===== src/rtl/pwm_pkg.sv =====
// ============================================================================
//  Module      : pwm_pkg
//  Description : Shared definitions for the PWM blocks. Holds the ramp FSM
//                state encoding and the duty-width helper, which sizes a duty
//                value so that duty == PERIOD (100 %) is representable.
//  Revision    : 1.0 - initial release
// ============================================================================
`default_nettype none

package pwm_pkg;

    localparam int STATE_W = 2;

    typedef enum logic [STATE_W-1:0] {
        ST_IDLE = 2'd0,
        ST_LOAD = 2'd1,
        ST_RAMP = 2'd2
    } state_t;

    // Width of a duty value for a given period: 0..PERIOD inclusive.
    function automatic int duty_width(input int period);
        return $clog2(period + 1);
    endfunction

endpackage

`default_nettype wire


===== src/rtl/pwm_timebase.sv =====
// ============================================================================
//  Module      : pwm_timebase
//  Description : Free-running PWM period counter, 0..PERIOD-1 with wrap.
//                Held at 0 while disabled so a re-enable starts a fresh
//                period.
//  Ports       : clk    - clock, rising edge
//                reset  - asynchronous active-high reset
//                enable - 1 = count, 0 = hold counter at 0
//                cnt    - current position within the period
//                wrap   - high during the last clock of an enabled period
//  Revision    : 1.0 - initial release
// ============================================================================
`default_nettype none

module pwm_timebase #(
    parameter  int PERIOD = 100,
    localparam int CW     = $clog2(PERIOD)
) (
    input  logic          clk,
    input  logic          reset,
    input  logic          enable,
    output logic [CW-1:0] cnt,
    output logic          wrap
);

    localparam logic [CW-1:0] CNT_LAST = CW'(PERIOD - 1);

    logic [CW-1:0] cnt_q;
    logic [CW-1:0] cnt_d;
    logic          wrap_w;

    assign wrap_w = enable && (cnt_q == CNT_LAST);

    always_comb begin
        cnt_d = cnt_q;
        if (!enable) begin
            cnt_d = '0;
        end else if (wrap_w) begin
            cnt_d = '0;
        end else begin
            cnt_d = cnt_q + CW'(1);
        end
    end

    always_ff @(posedge clk or posedge reset) begin
        if (reset) begin
            cnt_q <= '0;
        end else begin
            cnt_q <= cnt_d;
        end
    end

    assign cnt  = cnt_q;
    assign wrap = wrap_w;

endmodule

`default_nettype wire


===== src/rtl/pwm_ramp_controller.sv =====
// ============================================================================
//  Module      : pwm_ramp_controller
//  Description : Soft-start / fade sequencer for one PWM channel. Accepts a
//                target duty over valid/ready, then walks the live duty toward
//                it by STEP every DWELL PWM periods. The duty seen by the
//                comparator is a shadow copy that only updates at period
//                boundaries, so no runt pulses are produced.
//  Ports       : clk       - clock, rising edge
//                reset     - asynchronous active-high reset
//                enable    - 1 = run PWM, 0 = output low, timebase held
//                tgt_duty  - requested duty, saturated to PERIOD
//                tgt_valid - target request
//                tgt_ready - target accepted on valid && ready
//                cur_duty  - current ramp value
//                busy      - ramp sequencer not idle
//                done      - one-cycle pulse when a ramp completes
//                pwm_out   - registered PWM output
//  Revision    : 1.0 - initial release
// ============================================================================
`default_nettype none

module pwm_ramp_controller
    import pwm_pkg::*;
#(
    parameter  int PERIOD = 100,
    parameter  int STEP   = 1,
    parameter  int DWELL  = 4,
    localparam int DW     = duty_width(PERIOD)
) (
    input  logic          clk,
    input  logic          reset,
    input  logic          enable,
    input  logic [DW-1:0] tgt_duty,
    input  logic          tgt_valid,
    output logic          tgt_ready,
    output logic [DW-1:0] cur_duty,
    output logic          busy,
    output logic          done,
    output logic          pwm_out
);

    localparam int CW  = $clog2(PERIOD);
    localparam int DWW = (DWELL > 1) ? $clog2(DWELL) : 1;

    localparam logic [DW-1:0]  DUTY_MAX   = DW'(PERIOD);
    // A step larger than the full range behaves exactly like a full-range
    // step, so clamping it keeps the arithmetic inside DW bits.
    localparam logic [DW-1:0]  STEP_C     = (STEP >= PERIOD) ? DW'(PERIOD) : DW'(STEP);
    localparam logic [DWW-1:0] DWELL_LAST = DWW'(DWELL - 1);

    // ------------------------------------------------------------------
    // Timebase
    // ------------------------------------------------------------------
    logic [CW-1:0] cnt_w;
    logic          wrap_w;

    pwm_timebase #(
        .PERIOD (PERIOD)
    ) u_timebase (
        .clk    (clk),
        .reset  (reset),
        .enable (enable),
        .cnt    (cnt_w),
        .wrap   (wrap_w)
    );

    // ------------------------------------------------------------------
    // State
    // ------------------------------------------------------------------
    state_t         state_q,  state_d;
    logic [DW-1:0]  tgt_q,    tgt_d;
    logic [DW-1:0]  cur_q,    cur_d;
    logic [DWW-1:0] dwell_q,  dwell_d;
    logic           tgt_ready_q, tgt_ready_d;
    logic           done_q,   done_d;
    logic [DW-1:0]  duty_active_q;
    logic           pwm_q;

    logic           accept_w;
    logic [DW-1:0]  tgt_sat_w;

    assign accept_w  = tgt_valid && tgt_ready_q;
    assign tgt_sat_w = (tgt_duty > DUTY_MAX) ? DUTY_MAX : tgt_duty;

    // ------------------------------------------------------------------
    // One ramp step toward the target. The distance is formed with a spare
    // bit; when the remaining distance fits in one step the target is
    // taken directly, which rules out overshoot and underflow.
    // ------------------------------------------------------------------
    logic          up_w;
    logic [DW:0]   diff_w;
    logic [DW-1:0] moved_w;
    logic [DW-1:0] step_w;

    always_comb begin
        up_w    = (tgt_q >= cur_q);
        diff_w  = up_w ? ({1'b0, tgt_q} - {1'b0, cur_q})
                       : ({1'b0, cur_q} - {1'b0, tgt_q});
        moved_w = up_w ? (cur_q + STEP_C) : (cur_q - STEP_C);
        step_w  = (diff_w <= {1'b0, STEP_C}) ? tgt_q : moved_w;
    end

    // ------------------------------------------------------------------
    // Sequencer next state
    // ------------------------------------------------------------------
    always_comb begin
        state_d = state_q;
        tgt_d   = tgt_q;
        cur_d   = cur_q;
        dwell_d = dwell_q;

        case (state_q)
            ST_IDLE: begin
                if (accept_w) begin
                    tgt_d   = tgt_sat_w;
                    state_d = ST_LOAD;
                end
            end
            ST_LOAD: begin
                if (tgt_q == cur_q) begin
                    state_d = ST_IDLE;
                end else begin
                    dwell_d = '0;
                    state_d = ST_RAMP;
                end
            end
            ST_RAMP: begin
                // wrap never fires while disabled, so the ramp freezes.
                if (wrap_w) begin
                    if (dwell_q == DWELL_LAST) begin
                        dwell_d = '0;
                        cur_d   = step_w;
                        if (step_w == tgt_q) begin
                            state_d = ST_IDLE;
                        end
                    end else begin
                        dwell_d = dwell_q + DWW'(1);
                    end
                end
            end
            default: begin
                state_d = ST_IDLE;
            end
        endcase

        // Both flags are registered and take effect on the edge entering IDLE.
        tgt_ready_d = (state_d == ST_IDLE);
        done_d      = (state_q != ST_IDLE) && (state_d == ST_IDLE);
    end

    always_ff @(posedge clk or posedge reset) begin
        if (reset) begin
            state_q     <= ST_IDLE;
            tgt_q       <= '0;
            cur_q       <= '0;
            dwell_q     <= '0;
            tgt_ready_q <= 1'b0;
            done_q      <= 1'b0;
        end else begin
            state_q     <= state_d;
            tgt_q       <= tgt_d;
            cur_q       <= cur_d;
            dwell_q     <= dwell_d;
            tgt_ready_q <= tgt_ready_d;
            done_q      <= done_d;
        end
    end

    // ------------------------------------------------------------------
    // Shadow duty and compare. Loading cur_d (not cur_q) on the wrap edge
    // lets a step taken at that wrap apply to the very next period.
    // ------------------------------------------------------------------
    always_ff @(posedge clk or posedge reset) begin
        if (reset) begin
            duty_active_q <= '0;
            pwm_q         <= 1'b0;
        end else begin
            if (!enable) begin
                duty_active_q <= cur_q;
            end else if (wrap_w) begin
                duty_active_q <= cur_d;
            end
            pwm_q <= enable && (DW'(cnt_w) < duty_active_q);
        end
    end

    assign tgt_ready = tgt_ready_q;
    assign cur_duty  = cur_q;
    assign busy      = (state_q != ST_IDLE);
    assign done      = done_q;
    assign pwm_out   = pwm_q;

endmodule

`default_nettype wire


===== config.mk =====
export PLATFORM = sky130hd
export DESIGN_NAME = pwm_ramp_controller
export DESIGN_NICKNAME = d
export VERILOG_FILES = /design/src/rtl/pwm_pkg.sv /design/src/rtl/pwm_timebase.sv /design/src/rtl/pwm_ramp_controller.sv
export SDC_FILE = /design/constraint.sdc
export NUM_CORES = 1
export LEC_CHECK = 0
export CAP_MARGIN = 20
export CELL_PAD_IN_SITES_DETAIL_PLACEMENT = 1
export CELL_PAD_IN_SITES_GLOBAL_PLACEMENT = 1
export CORE_ASPECT_RATIO = 1.25
export CORE_MARGIN = 2
export CORE_UTILIZATION = 35
export CTS_CLUSTER_SIZE = 40
export DETAILED_ROUTE_END_ITERATION = 12
export PLACE_DENSITY = 0.72
export SETUP_SLACK_MARGIN = 0.1
export SKIP_CTS_REPAIR_TIMING = 1
export SYNTH_ARGS = -nofsm -noshare
export SYNTH_HDL_FRONTEND = slang
export SYNTH_SLANG_ARGS = --single-unit

===== constraint.sdc =====
create_clock -name clk -period 10.1 [get_ports clk]
set_input_delay 2.02 -clock clk [delete_from_list [all_inputs] [get_ports clk]]
set_output_delay 2.02 -clock clk [all_outputs]
set_load 0.005 [all_outputs]

==> results of run 1 <==
[logic make-up (layout without fill, tap and decap cells)]
logic type,count (synthesis),after routing,share of synthesized area [%]
AOI/OAI and AO/OA,86,86,22.4
muxes,6,6,2.28
DFF,35,35,32.6
and+or+nand+nor,80,80,14.6
xor gates and xnor gates,20,20,7.21
adders and majority gates,30,30,14.8
buffers and inverters,41,63,6.19
[metrics by stage]
stage | setup slack [ns] | instances | hold WS, ns
2_1_floorplan | 6.01 | 298 | 0.438
3_3_place_gp | 5.75 | 405 | 0.479
3_5_place_dp | 5.59 | 405 | 0.511
4_1_cts | 5.56 | 412 | 0.521
5_1_grt | 5.22 | 412 | 0.543
6_report | 5.57 | 412 | 0.506
[cell usage in the layout, fill, tap and decap left out, types with 6 or more instances in the layout]
cell and instances:
dfrtp_1 35, o21ai_0 19, nor2_1 23, clkdlybuf4s50_1 21
nor3_1 6, ha_1 27, xor2_1 8, a21o_1 6
nand3_1 10, o22ai_1 6, nand2_1 19, xnor2_1 11
a21oi_1 18, clkbuf_8 6, inv_1 33
[layer usage]
layer	global-route usage [%]	vias up
met5	0	-
met4	5.26	0
met3	2.74	9
met2	32.8	22
met1	22.1	1111
li1	-	1097
[sequential cells by signal, indices dropped and copies added, names as in the netlist]
register	cells
dwell_q	2
u_timebase.cnt	7
done	1
cur_duty	7
state_q	2
tgt_q	7
pwm_out	1
duty_active_q	7
tgt_ready	1
[power groups by stage]
| stage | logic [µW] | registers [µW] | clock network (µW) |
|---|---|---|---|
| 2_1_floorplan | 392 | 186 | 0 |
| 3_3_place_gp | 481 | 197 | 0 |
| 3_5_place_dp | 493 | 199 | 0 |
| 4_1_cts | 495 | 196 | 107 |
| 5_1_grt | 555 | 199 | 115 |
| 6_report | 491 | 196 | 105 |
[cell usage after synthesis, drive strengths merged, types with 2 or more instances]
cell type	instances
a2111oi	3
a211oi	3
a21o	10
a21oi	18
a221oi	2
a31oi	4
and3	3
and3b	2
buf	3
clkbuf	5
dfrtp	35
fa	3
ha	27
inv	33
mux2i	5
nand2	19
nand2b	5
nand3	10
nor2	23
nor3	6
nor3b	3
nor4	3
o211ai	3
o21a	5
o21ai	19
o21bai	3
o221a	2
o22ai	6
o311ai	2
xnor2	12
xor2	8
[worst max-delay path, stage by stage (launching register included)]
cell       delay (ns)
dfrtp_1          0.55
ha_1             0.23
inv_1            0.05
fa_1             0.42
a21o_4           0.25
a2111oi_4        0.38
o21bai_2         0.18
inv_1            0.23
ha_1             0.33
a211oi_1         0.29
o21bai_1         0.11
a21oi_1          0.34
xnor2_4          0.17
xnor2_1          0.09
o31a_1           0.32
o311a_1          0.32
a211oi_2         0.19
[cell type report]
cell class / instances / area (µm²) / area share (%)
inverters: 33 / 124 / 4.03
multi-input cells: 222 / 1650 / 53.6
clock buffers: 6 / 82.6 / 2.69
flip-flops and latches: 35 / 876 / 28.5
well taps: 92 / 115 / 3.74
clock inverters: 1 / 5.00 / 0.163
repair buffers: 23 / 225 / 7.32
[worst min path at each step]
| stage | to | slack (ns) | cells past startpoint |
|---|---|---|---|
| final | u_timebase.cnt[0] | 0.51 | 1 |
| after global routing | u_timebase.cnt[0] | 0.54 | 1 |
| after CTS | u_timebase.cnt[0] | 0.52 | 1 |
| after detailed placement | u_timebase.cnt[0] | 0.51 | 1 |
| after global placement | u_timebase.cnt[0] | 0.48 | 1 |
| after floorplan | u_timebase.cnt[0] | 0.44 | 1 |
==> summary.txt, run 1 <==
Clock tree
  – Clk sinks: 35
  – Root Buffer: clkbuf_8
  – Longest Clk Path Bufs: 2
  – Clock Latency Late Sink: 0.29 ns
  – Htree depth: 2
  – TritonCTS clock tree: built
  – Total clock buffers created by CTS: 5
  – Worst-path clk slew: 0.07 ns

Synthesis
  – Part of the Yosys area used for sequential elements: 32.6%
  – Synth async-reset ratio: 100%
  – FF+latch count, synth: 35
  – Synth Area per Inst: 9.03 µm²
  – Mapped Area: 2690 µm²
  – Yosys top cell by area: dfrtp_1
  – Number of synthesized flops with an enable pin: 0
  – Syn_nets: 339
  – Synth area leaders: dfrtp_1 33%, ha_1 13%, inv_1 4.6%
  – Synth warn: 0
  – Predominant post-synthesis flop cell: dfrtp_1
  – Yosys top cell area share: 32.6%
  – Unique cell type count in the Yosys netlist: 53
  – Mapped Cells: 298

Global routing
  – First-pass GRT wire length: 11,700 µm
  – Gr ovfl total: 0
  – GRT Overall Usage: 18.2%
  – Number of global-route vias before repair: 2,317
  – Largest net degree at the start of global routing: 36
  – Initial antenna violation count: 0

Critical path
  – CP startpoint kind: register
  – Worst endpoint required time: 10.31 ns
  – Critical path startpoint: cur_duty[0]
  – Worst Reg-to-Reg Cells: 16
  – CP arrival: 4.74 ns
  – Critical R2R Launch: cur_duty[0]
  – Worst setup path class: reg -> reg
  – Crit Path Max Fanout: 8
  – Worst setup path end: tgt_ready
  – CP endpoint kind: register
  – R2R Path End: tgt_ready
  – Worst reg2reg setup slack: 5.57 ns

Worst hold path
  – Hold Path Origin: u_timebase.cnt[0]
  – Class of the worst hold path: reg -> reg

Floorplan
  – DIE HEIGHT: 102 µm
  – Core box area: 7400 µm²
  – Die Wd: 82.4 µm
  – I/O pins: 22
  – Initial Util: 36.3%
  – Die ar.: 8410 µm²
  – Rows: 35

Drt
  – Final WL: 7020 µm
  – Iteration-0 DRC Markers: 60
  – Vias post-DR: 2,239
  – Iteration count of the initial detailed-routing pass: 4
  – Vias/cell: 5.43
  – Met1 wire length: 3080 µm
  – DR WL/cell: 17.0 µm
  – DRC errors left: 0
  – Metal2 WL: 3690 µm
  – Final ANT Viol Nets: 0
  – Top sig layer: met4
  – Met3 WL: 122 µm

Cells and area
  – Area Growth Syn to Fin: 14.3%
  – Design area: 3080 µm²
  – Ratio of cells with drive above 1 in the final layout: 6.88%
  – # diodes: 0
  – Fill count: 875
  – Post-layout util: 41.6%
  – Nets: 361

Run
  – Max-Cap Viols: 0

Power and ir drop
  – Leakage: 0.00139 µW
  – Internal power: 439 µW
  – Power per standard cell area: 258 nW/µm²
  – Part of the power in registers: 24.7%
  – VDD IR-drop max: 0.000106 V
  – Net Sw Power: 354 µW
  – Comb pwr share: 62.0%
  – Clock power frac: 13.3%
  – Switching part of the total: 44.6%
  – Final Total Pwr: 793 µW

STA
  – Clk_skew: 0.00492 ns
  – Rel. slew slack: 52.5%
  – Tcrit/Tclk final: 44.8%
  – Final setup fails: 0
  – Max Fclk: 221 MHz
  – Setup_tns: 0 ns
  – RSZ-0062 raised after global routing: false
  – Hold Violations, Final: 0
  – Tmin final: 4.53 ns
  – Worst Tran Pin Value: 0.707 ns
  – Max-slew violations: 0

Place
  – GP Congestion: 0.809
  – Placed cell areas: 2990 µm²
  – Dpl hpwl: 5620 µm
  – Port bufs: 21

Run status
  – Outcome: finished, final reports clean
Power figures use the tool's default switching activity.
==> inputs of run 2 (changes only) <==
- clock period: 10.1 -> 4.3 ns (I/O delays scaled with it)
==> run 2 against run 1 <==
Net effect:
- via count rose by 2.4%
- critical endpoint is now state_q[1]
- first-iteration DRC count rose by 88%
- cell area rose by 3.3%
- highest routed layer unchanged
- routed wire length rose by 7.9%
- die area did not move
- clock skew rose by 0.0058 ns
- cell count rose by 1.9%
- register-to-register slack got worse by 5.3 ns
- combinational power rose to 2.6 times the previous value
==> summary.txt, run 2 (synthesis gave the netlist of run 1 again) <==
Run status
  – Outcome: finished, final reports clean

Floorplan
  – Initial Util: 36.3% (unchanged)
  – I/O pins: 22 (unchanged)
  – DIE HEIGHT: 102 µm (unchanged)
  – Die ar.: 8410 µm² (unchanged)
  – Rows: 35 (unchanged)
  – Die Wd: 82.4 µm (unchanged)
  – Core box area: 7400 µm² (unchanged)

Critical path
  – Worst setup path class: reg -> reg
  – Critical path startpoint: tgt_q[0]
  – R2R Path End: state_q[1]
  – CP arrival: 4.22 ns (-0.52 ns)
  – Worst endpoint required time: 4.50 ns (-5.81 ns)
  – Worst setup path end: state_q[1]
  – Worst Reg-to-Reg Cells: 17 (+1)
  – CP startpoint kind: register
  – CP endpoint kind: register
  – Critical R2R Launch: tgt_q[0]
  – Worst reg2reg setup slack: 0.27 ns (-5.30 ns)
  – Crit Path Max Fanout: 5 (-3)

Drt
  – Vias post-DR: 2,292 (+2.4%)
  – Final ANT Viol Nets: 0 (unchanged)
  – Iteration count of the initial detailed-routing pass: 4 (unchanged)
  – Iteration-0 DRC Markers: 113 (+88%)
  – DRC errors left: 0 (unchanged)
  – DR WL/cell: 18.0 µm (+5.8%)
  – Final WL: 7580 µm (+7.9%)
  – Vias/cell: 5.46 (+0.42%)

Cells and area
  – Most frequent cells in the layout: 35 x dfrtp_1, 32 x inv_1, 26 x ha_1
  – Area Growth Syn to Fin: 18.0%
  – Ratio of cells with drive above 1 in the final layout: 11.3% (+4.4 points)
  – # diodes: 0 (unchanged)
  – Nets: 368 (+1.9%)
  – Fill count: 861 (-1.6%)
  – Most common cell after layout, fill and taps aside: dfrtp_1
  – Post-layout util: 42.9% (+1.4 points)

Clock tree
  – Longest Clk Path Bufs: 2 (unchanged)
  – Clock Latency Late Sink: 0.30 ns (about the same)
  – Worst-path clk slew: 0.08 ns (about the same)
  – TritonCTS clock tree: built
  – Total clock buffers created by CTS: 5 (unchanged)
  – Clk sinks: 35 (unchanged)
  – Root Buffer: clkbuf_8
  – Htree depth: 2 (unchanged)

Global routing
  – GRT Overall Usage: 18.7% (+0.47 points)
  – Gr ovfl total: 0 (unchanged)
  – Number of global-route vias before repair: 2,386 (+3.0%)
  – Largest net degree at the start of global routing: 23 (-36%)
  – First-pass GRT wire length: 11,800 µm (+1.2%)
  – Initial antenna violation count: 0 (unchanged)

STA
  – Worst Tran Pin Value: 0.860 ns (+0.153 ns)
  – Setup_tns: 0 ns (unchanged)
  – Clk_skew: 0.0107 ns (+0.00582 ns)
  – Rel. slew slack: 42.6% (-9.9 points)
  – Hold Violations, Final: 0 (unchanged)
  – Tmin final: 4.03 ns (-0.502 ns)
  – RSZ-0062 raised after global routing: false
  – Tcrit/Tclk final: 93.7% (+49 points)
  – Max Fclk: 248 MHz (+12%)
  – Final setup fails: 0 (unchanged)
  – Max-slew violations: 0 (unchanged)

Place
  – GP Congestion: 0.886 (+9.6%)
  – Port bufs: 21 (unchanged)
  – Dpl hpwl: 5880 µm (+4.6%)

Worst hold path
  – Hold Path Origin: u_timebase.cnt[0]
  – Class of the worst hold path: reg -> reg

Run
  – Max-Cap Viols: 0 (unchanged)

Power and ir drop
  – Leakage: 0.00143 µW (+3.3%)
  – VDD IR-drop max: 0.000253 V (+140%)
  – Power per standard cell area: 647 nW/µm² (+150%)
run 2: area by class of cell:
cell class	count	area, µm²	share of cell area, %
timing repair buffer	30	278	8.75
tap	92	115	3.62
multi-input combinational	222	1670	52.6
sequential	35	876	27.6
clock inverter	3	43.8	1.38
inverter	33	124	3.90
clock buffer	5	68.8	2.17
run 2: how the worst min path moves through the flow:
stage | endpoint | slack, ns | cells past startpoint
floorplan | u_timebase.cnt[0] | 0.44 | 1
global placement | u_timebase.cnt[0] | 0.48 | 1
detailed placement | u_timebase.cnt[0] | 0.50 | 1
CTS | u_timebase.cnt[0] | 0.52 | 1
global route | u_timebase.cnt[0] | 0.53 | 1
finish | u_timebase.cnt[0] | 0.50 | 1
run 2: routing by layer:
layer  GRT usage [%]  vias to the layer above  part of all wire, %
met5               0                        -                    0
met4            6.41                        0                  2.0
met3            2.03                        7                  2.0
met2            34.5                       28                   54
met1            22.0                     1145                   42
li1                -                     1112                    -
run 2: critical path, stage by stage, from the launching register on:
cell and delay, ns:
dfrtp_1 0.41, inv_1 0.10, ha_1 0.17, inv_1 0.06, fa_2 0.35, a21o_4 0.24
a2111oi_4 0.36, o21bai_2 0.13, inv_2 0.11, ha_2 0.32, a211oi_2 0.27, o21bai_1 0.11
a21oi_2 0.25, xnor2_4 0.16, xnor2_1 0.09, o31a_1 0.32, o311a_1 0.33, a21o_1 0.16
run 2: report_power, final:
group	total, µW	internal (µW)	switching [µW]
clock	306	173	133
combinational	1290	578	710
sequential	461	389	71.2
total	2050	1140	915
run 2: metrics by stage:
stage	hold slack (ns)	worst slack, ns	cell area, µm²	instances	power [µW]
after floorplan	0.438	0.214	2690	298	1360
after global placement	0.482	0.222	3030	411	1630
after detailed placement	0.504	0.0809	3030	411	1660
after CTS	0.516	0.0768	3150	419	1980
after global routing	0.529	0.0659	3180	420	2210
final	0.505	0.272	3180	420	2050
==> inputs of run 3 (changes only) <==
- SLEW_MARGIN: default -> 30
==> run 3 against run 2 <==
Net effect:
- setup slack barely moved
- maximum frequency hardly changed
- critical endpoint unchanged
- critical path depth is the same
- clock power is essentially flat
- global-route usage stayed put
==> summary.txt, run 3 (synthesis gave the netlist of run 1 again) <==
STA
  – Final setup fails: 0 (unchanged)
  – PnR worst setup slack: 0.272 ns (-0.0000280 ns)
  – Rel. slew slack: 45.7% (+3.0 points)
  – Clk_skew: 0.0108 ns (+0.0000586 ns)
  – Max-slew violations: 0 (unchanged)
  – Hold Violations, Final: 0 (unchanged)
  – Worst Tran Pin Value: 0.809 ns (-0.0510 ns)
  – Tcrit/Tclk final: 93.7% (about the same)
  – RSZ-0062 raised after global routing: false
  – Setup_tns: 0 ns (unchanged)
  – Max Fclk: 248 MHz (about the same)
  – Tmin final: 4.03 ns (+0.0000280 ns)
  – Min Hold Slack: 0.505 ns (+0.0000100 ns)

Floorplan
  – Rows: 35 (unchanged)
  – I/O pins: 22 (unchanged)
  – DIE HEIGHT: 102 µm (unchanged)
  – Die Wd: 82.4 µm (unchanged)
  – Die ar.: 8410 µm² (unchanged)
  – Initial Util: 36.3% (unchanged)
  – Core box area: 7400 µm² (unchanged)

Cells and area
  – Final non-filler cell total: 420 (unchanged)
  – Most frequent cells in the layout: 35 x dfrtp_1, 31 x inv_1, 26 x ha_1
  – Area Growth Syn to Fin: 18.0% (unchanged)
  – Nets: 368 (unchanged)
  – Post-layout util: 42.9% (unchanged)
  – # diodes: 0 (unchanged)
  – Most common cell after layout, fill and taps aside: dfrtp_1
  – Fill count: 861 (unchanged)
  – Ratio of cells with drive above 1 in the final layout: 11.3% (unchanged)

Global routing
  – Initial antenna violation count: 0 (unchanged)
  – GRT Overall Usage: 18.7% (unchanged)
  – Number of global-route vias before repair: 2,386 (unchanged)
  – Gr ovfl total: 0 (unchanged)
  – First-pass GRT wire length: 11,800 µm (unchanged)
  – Largest net degree at the start of global routing: 23 (unchanged)

Drt
  – DR WL/cell: 18.0 µm (about the same)
  – DRC errors left: 0 (unchanged)
  – Iteration-0 DRC Markers: 113 (unchanged)
  – Iteration count of the initial detailed-routing pass: 4 (unchanged)
  – Vias/cell: 5.46 (about the same)
  – Final ANT Viol Nets: 0 (unchanged)
  – Final WL: 7580 µm (about the same)
  – Vias post-DR: 2,294 (+0.087%)

Critical path
  – Crit-path most repeated cell: inv_1
  – CP arrival: 4.23 ns (about the same)
  – CP startpoint kind: register
  – Max incr delay on CP: 0.41 ns (about the same)
  – CP endpoint kind: register
  – Worst endpoint required time: 4.50 ns (about the same)
  – Crit Path Max Fanout: 5 (unchanged)
  – Worst-path cell chain: inv_1, ha_1, inv_1, fa_2, a21o_4, a2111oi_4, o21bai_2, inv_2, ha_2, a211oi_2, o21bai_1, a21oi_2, xnor2_4, xnor2_1, o31a_1, o311a_1, a21o_1
  – Worst setup path class: reg -> reg
  – Slowest-stage cell, CP: dfrtp_1

Clock tree
  – TritonCTS clock tree: built
  – Worst-path clk slew: 0.08 ns (about the same)
  – Root Buffer: clkbuf_8
  – Clock Latency Late Sink: 0.30 ns (about the same)
  – Clk sinks: 35 (unchanged)
  – Longest Clk Path Bufs: 2 (unchanged)
  – Htree depth: 2 (unchanged)
  – Total clock buffers created by CTS: 5 (unchanged)

Place
  – Placed cells: 411 (unchanged)
  – Dpl hpwl: 5880 µm (unchanged)
  – Port bufs: 21 (unchanged)
  – Place WS: 0.0809 ns (unchanged)
  – GP Congestion: 0.886 (unchanged)

Run
  – Max-Cap Viols: 0 (unchanged)

Run status
  – Outcome: finished, final reports clean

Power and ir drop
  – Leakage: 0.00143 µW (-0.26%)
  – VDD IR-drop max: 0.000253 V (about the same)
  – Power per standard cell area: 647 nW/µm² (unchanged)

Worst hold path
  – Class of the worst hold path: reg -> reg
[run 3: changes by cell type in the layout (fill, tap and decap cells not counted), sizes merged]
cell | previous run | this run
clkinv | 2 | 3
inv | 33 | 32
[run 3: per-stage QoR]
step | total power (µW) | instance area, µm²
finish | 2050 | 3180
global placement | 1630 | 3030
detailed placement | 1660 | 3030
floorplan | 1360 | 2690
CTS | 1980 | 3150
global route | 2210 | 3180
[run 3: path summary, 6_finish.rpt]
path	startpoint	to	slack, ns	cells past startpoint
max	tgt_q[0]	state_q[1]	0.27	17
min	u_timebase.cnt[0]	u_timebase.cnt[0]	0.50	1
max reg2reg	tgt_q[0]	state_q[1]	0.27	17
min reg2reg	u_timebase.cnt[0]	u_timebase.cnt[0]	0.50	1
max in group asynchronous	reset	cur_duty[5]	2.74	3
min in group asynchronous	reset	dwell_q[1]	0.92	2
[run 3: power breakdown]
part	internal [µW]	switching (µW)
sequential	389	71.2
combinational	578	710
clock	173	134
total	1140	915
[run 3: routing by layer]
| layer | share of wire, % | track usage, % | routed length (µm) | up-vias |
|---|---|---|---|---|
| met3 | 1.9 | 2.03 | 147 | 7 |
| met5 | 0 | 0 | 0 | - |
| met1 | 42 | 22.0 | 3190 | 1146 |
| met4 | 2.0 | 6.41 | 155 | 0 |
| met2 | 54 | 34.5 | 4090 | 27 |
| li1 | - | - | - | 1114 |
[run 3: layout make-up]
type                            count  area (µm²)  area share (%)
Sequential cell                    35         876            27.6
Clock buffer                        5        68.8            2.17
Multi-Input combinational cell    222        1670            52.6
Clock inverter                      3        43.8            1.38
Timing Repair Buffer               30         278            8.75
Inverter                           33         124            3.90
Tap cell                           92         115            3.62
[run 3: critical path: cells and delay by family (launching register included)]
kind / cells / cell delay, ns
compound gates: 9 / 2.17
xor+xnor: 2 / 0.25
fa+ha+maj: 3 / 0.84
buf+inv: 3 / 0.27
flops: 1 / 0.41
